**config.mk**
```make
export PLATFORM = sky130hd
export DESIGN_NAME = lsu
export DESIGN_NICKNAME = d
export VERILOG_FILES = /design/src/rtl/lsu.sv
export SDC_FILE = /design/constraint.sdc
export NUM_CORES = 1
export LEC_CHECK = 0
export ABC_AREA = 1
export BUFFER_PORTS_ARGS = -buffer_cell sky130_fd_sc_hd__buf_2
export CORE_UTILIZATION = 31
export DETAILED_ROUTE_END_ITERATION = 10
export PLACE_DENSITY = 0.63
export SLEW_MARGIN = 40
export SYNTH_ARGS = -nofsm -noshare
export SYNTH_HDL_FRONTEND = slang
export SYNTH_SLANG_ARGS = --single-unit
```
**constraint.sdc**
```tcl
create_clock -name clock -period 3.63 [get_ports clock]
set_input_delay 0.1815 -clock clock [delete_from_list [all_inputs] [get_ports clock]]
set_output_delay 0.1815 -clock clock [all_outputs]
set_load 0.05 [all_outputs]
```
**src/rtl/lsu.sv**
```systemverilog
// Load/store unit: runs one word-aligned req/ack data-bus transaction per accepted start,
// steering store lanes, extending load data, and flagging misalignment and bus timeouts.
module lsu #(
  parameter int unsigned TIMEOUT_CYCLES = 255
) (
  input  logic        clock,
  input  logic        reset_n,
  input  logic        start,
  input  logic        mem_wen,
  input  logic [1:0]  mem_size,
  input  logic        is_mem_sign,
  input  logic [3:0]  mem_wbmask,
  input  logic [31:0] addr,
  input  logic [31:0] wdata,
  output logic        busy,
  output logic        done,
  output logic        err,
  output logic [31:0] rdata,
  output logic        bus_req,
  output logic        bus_wen,
  output logic [31:0] bus_addr,
  output logic [3:0]  bus_wstrb,
  output logic [31:0] bus_wdata,
  input  logic        bus_ack,
  input  logic [31:0] bus_rdata
);

  localparam logic [1:0] StIdle = 2'd0;
  localparam logic [1:0] StBus  = 2'd1;
  localparam logic [1:0] StDone = 2'd2;

  // The counter value seen in the last BUS cycle allowed before aborting.
  localparam logic [7:0] CntLast = 8'(TIMEOUT_CYCLES - 1);

  logic [1:0]  state_q, state_d;
  logic [7:0]  cnt_q, cnt_d;
  logic        err_q, err_d;
  logic [31:0] rdata_q, rdata_d;
  logic [31:0] addr_q;
  logic        wen_q;
  logic        sign_q;
  logic [1:0]  size_q;
  logic [3:0]  wstrb_q;
  logic [31:0] wdata_q;

  logic        is_half;
  logic        is_word;
  logic        misaligned;
  logic        bad_mask;
  logic        accept;
  logic [31:0] shifted;
  logic [31:0] load_val;

  // Stores take their access width from the byte mask, loads from mem_size.
  always_comb begin
    is_half    = mem_wen ? (mem_wbmask == 4'b0011) : (mem_size == 2'b01);
    is_word    = mem_wen ? (mem_wbmask == 4'b1111) : mem_size[1];
    misaligned = (is_half & addr[0]) | (is_word & (addr[1:0] != 2'b00));
    bad_mask   = mem_wen & (mem_wbmask != 4'b0001) & (mem_wbmask != 4'b0011) &
                 (mem_wbmask != 4'b1111);
    accept     = (state_q == StIdle) & start & ~misaligned & ~bad_mask;
  end

  always_comb begin
    shifted = bus_rdata >> {addr_q[1:0], 3'b000};
    case (size_q)
      2'b00:   load_val = {{24{sign_q & shifted[7]}}, shifted[7:0]};
      2'b01:   load_val = {{16{sign_q & shifted[15]}}, shifted[15:0]};
      default: load_val = shifted;
    endcase
  end

  always_comb begin
    state_d = state_q;
    cnt_d   = cnt_q;
    err_d   = err_q;
    rdata_d = rdata_q;
    case (state_q)
      StIdle: begin
        if (start) begin
          if (misaligned | bad_mask) begin
            state_d = StDone;
            err_d   = misaligned;
          end else begin
            state_d = StBus;
            cnt_d   = 8'd0;
            err_d   = 1'b0;
          end
        end
      end
      StBus: begin
        if (bus_ack) begin
          state_d = StDone;
          err_d   = 1'b0;
          if (!wen_q) begin
            rdata_d = load_val;
          end
        end else if (cnt_q == CntLast) begin
          state_d = StDone;
          err_d   = 1'b1;
        end else begin
          cnt_d = cnt_q + 8'd1;
        end
      end
      StDone: begin
        state_d = StIdle;
        err_d   = 1'b0;
      end
      default: begin
        state_d = StIdle;
        err_d   = 1'b0;
      end
    endcase
  end

  always_ff @(posedge clock or negedge reset_n) begin
    if (!reset_n) begin
      state_q <= StIdle;
      cnt_q   <= 8'd0;
      err_q   <= 1'b0;
      rdata_q <= 32'd0;
    end else begin
      state_q <= state_d;
      cnt_q   <= cnt_d;
      err_q   <= err_d;
      rdata_q <= rdata_d;
    end
  end

  // Bus-facing request fields are captured once at acceptance and held for the whole access.
  always_ff @(posedge clock or negedge reset_n) begin
    if (!reset_n) begin
      addr_q  <= 32'd0;
      wen_q   <= 1'b0;
      sign_q  <= 1'b0;
      size_q  <= 2'b00;
      wstrb_q <= 4'b0000;
      wdata_q <= 32'd0;
    end else if (accept) begin
      addr_q  <= addr;
      wen_q   <= mem_wen;
      sign_q  <= is_mem_sign;
      size_q  <= mem_size;
      wstrb_q <= mem_wen ? (mem_wbmask << addr[1:0]) : 4'b0000;
      wdata_q <= wdata << {addr[1:0], 3'b000};
    end
  end

  always_comb begin
    busy      = (state_q != StIdle);
    done      = (state_q == StDone);
    err       = err_q;
    rdata     = rdata_q;
    bus_req   = (state_q == StBus);
    bus_wen   = wen_q & (state_q == StBus);
    bus_addr  = {addr_q[31:2], 2'b00};
    bus_wstrb = wstrb_q;
    bus_wdata = wdata_q;
  end

endmodule

```
==> impl_metrics.csv <==
group,metric,value,unit
worst_setup_path,end_kind,"flip-flop",
route,drtAntennaViolNets,0,
synth,synth_cell_type_count,28,
clock_network,clk_pin_slew,0.06,ns
outcome,status,"complete, no violations",
synth,synthXorXnorAreaFrac,0,%
synth,synth.cell_area,6360,µm²
sta,worst_slew_pin_slew,0.672,ns
worst_setup_path,r2r_slack,1.64,ns
layout,nets,1155,
sta,fin_crit_sh,54.7,%
floorplan,die-area,21100,µm²
worst_hold_path,hold_class,"in -> reg",
clock_network,post-cts-setup-buffers,0,
sta,drv_slew,0,
layout,finish.utilization,40.9,%
synth,synth.area.mux_share,0.157,%
worst_setup_path,worstRegToRegCells,7,
floorplan,dieHeight,145,µm
synth,synthAdderAreaFrac,0.394,%
worst_setup_path,slowest_stage,"inv_2",
clock_network,cts_sinks,115,
worst_setup_path,worst-path-stages,7,
layout,synthToLayoutAreaGrowth,29.9,%
grt,globalRouteTotalUtil,17.8,%
pwr,power_leakage,4.44,nW
route,vias,6217,
synth,ys_seq_area_share,45.3,%
worst_setup_path,critPathTopFamily,"simple AND/OR/NAND/NOR gates",
route,firstDrtPassIters,5,
sta,setup_ws,1.64,ns
synth,netlist_instances,858,
sta,fin_tns_setup,0,ns
grt,grt_pass1_vias,5749,
floorplan,dieWidth,145,µm
floorplan,pin_count,213,
grt,grt_overflow_total,0,
layout,drive_gt1_share,26.2,%
placement,portBuffers,210,
synth,synth_warnings,0,
worst_setup_path,cp_data_required_time,3.94,ns
clock_network,cts_resized,0,
placement,place_hpwl,12800,µm
route,wirelength,18300,µm
placement,place_inst,1264,
layout,fin_cells,1330,
sta,relSlewSlack,55.2,%
pwr,power_per_cell_area,968,nW/µm²
sta,hold_violations,0,
grt,antenna_found_initial,2,
grt,grt_pass1_wl,30200,µm
synth,synth_top_family_by_area,"simple AND/OR/NAND/NOR gates",
route,drt-initial-drc-count,338,
synth,avgSynthCellArea,7.41,µm²
sta,whs,0.0483,ns
sta,rsz0062_at_grt,"no",
clock_network,root_buffer,"clkbuf_16",
route,vias_per_cell,4.67,
clock_network,cts_tree,"yes",
worst_setup_path,startpoint_type,"flip-flop",
clock_network,clk_latency,0.41,ns
grt,grt_start_max_net_pins,69,
sta,fmaxAchievable,503,MHz
worst_setup_path,crit_type,"reg -> reg",
route,wl_per_cell,13.8,µm
worst_setup_path,crit_chain,"inv_1 > nor2_4 > nand3_4 > inv_2 > o211ai_1 > nand2_1 > inv_1",
worst_setup_path,worst-path-buf-inv,3,
placement,gp_congestion,0.872,
worst_setup_path,crit_arrival,2.29,ns
floorplan,rows,52,
worst_setup_path,critical_path.max_stage_delay,0.50,ns
worst_hold_path,holdPathStages,3,
job,max-cap-violations,0,
clock_network,htreeDepth,4,
worst_setup_path,path_max_fanout,33,
worst_setup_path,cpMostUsedCell,"inv_1",
sta,setup_viol,0,
clock_network,cts_buffer_depth,2,
placement,dp_slack,1.42,ns
route,drc,0,
sta,fin_worst_skew,0.00585,ns
clock_network,cts_buffers,17,
synth,synth-compound-area-share,12.4,%
floorplan,start_util,31.5,%
sta,fin_crit,1.99,ns
floorplan,core_region_area,20200,µm²
synth,synthSimpleGateAreaFrac,29.0,%
pwr,ir_drop,0.526,mV
synth,synth.ff_latch_count,115,
power by group:
part           total (mW)  internal, mW  switching (mW)
Combinational        4.10         0.943            3.16
Clock                1.68          1.04           0.644
Sequential           2.22          1.85           0.361
Total                8.00          3.83            4.16
state kept, by name (all words and copies together), names as in the netlist:
signal / flops
addr_q: 32
bus_wdata: 32
bus_wstrb: 4
cnt_q: 8
err: 1
rdata: 32
sign_q: 1
size_q: 2
state_q: 2
wen_q: 1
placed cells by master (no fill, tap or decap), drive strengths merged:
cell type,instances
a21oi,22
a31oi,7
buf,222
bufinv,2
clkbuf,18
clkinv,5
clkinvlp,5
conb,2
dfrtp,115
diode,2
dlygate4sd3,31
ha,2
inv,75
mux2i,1
nand2,277
nand3,98
nand4,5
nor2,43
o211ai,17
o21a,1
o21ai,100
or2,10
worst register-to-register path: stages, from the launching register on:
cell,delay [ns]
dfrtp_1,0.41
inv_1,0.09
nor2_4,0.22
nand3_4,0.36
inv_2,0.51
o211ai_1,0.18
nand2_1,0.09
inv_1,0.03
final timing paths:
kind	startpoint	endpoint
min in group asynchronous	reset_n	rdata[18]
setup / recovery	state_q[0]	rdata[15]
hold reg to reg	rdata[6]	rdata[6]
setup reg to reg	state_q[0]	rdata[15]
max in group asynchronous	reset_n	bus_wdata[25]
hold / removal	is_mem_sign	sign_q
layout make-up:
class / count / area [µm²]
clock buffer: 18 / 439
inverter: 73 / 275
multi-input combinational: 585 / 2680
timing repair buffer: 253 / 1490
fill: 2105 / 11900
antenna: 2 / 5.00
tap: 270 / 338
sequential: 115 / 2880
clock inverter: 14 / 155
synthesized netlist by cell type, drive strengths merged:
cell / n / area share [%]
clkbuf: 20 / 1.2
nand4: 5 / 0.83
dfrtp: 115 / 45
a21oi: 22 / 1.7
a31oi: 7 / 0.69
o21ai: 100 / 7.9
nor2: 43 / 2.9
o21a: 1 / 0.12
or2: 10 / 0.98
conb: 1 / 0.059
inv: 72 / 4.3
clkinv: 1 / 0.059
buf: 66 / 7.2
o211ai: 17 / 2.0
nand2: 277 / 16
ha: 2 / 0.39
mux2i: 1 / 0.16
nand3: 98 / 7.9
kinds of logic (layout without fill, tap and decap cells):
| family | count (synthesis) | in the layout |
|---|---|---|
| simple gates | 433 | 433 |
| buf+inv | 159 | 358 |
| compound gates | 147 | 147 |
| flops | 115 | 115 |
| fa+ha+maj | 2 | 2 |
| other cells | 1 | 4 |
| mux | 1 | 1 |
metal layers:
metal	track usage, %	wire, µm
met5	0	0
met4	6.00	318
met3	4.94	1190
met2	27.7	8360
met1	23.7	8460
metrics by stage:
stage / instance area [µm²] / total power, mW
2_1_floorplan: 6360 / 5.55
3_3_place_gp: 7330 / 6.28
3_5_place_dp: 7330 / 6.31
4_1_cts: 8230 / 8.06
5_1_grt: 8260 / 8.48
6_report: 8260 / 8.00
what timing repair did:
item / 4_1_cts / 5_1_grt
setup endpoints to repair: 0 / 0
endpoints found under the hold margin: 77 / 0
hold buffers: 31 / 0
Note: power is estimated with default switching activity, not from simulation.
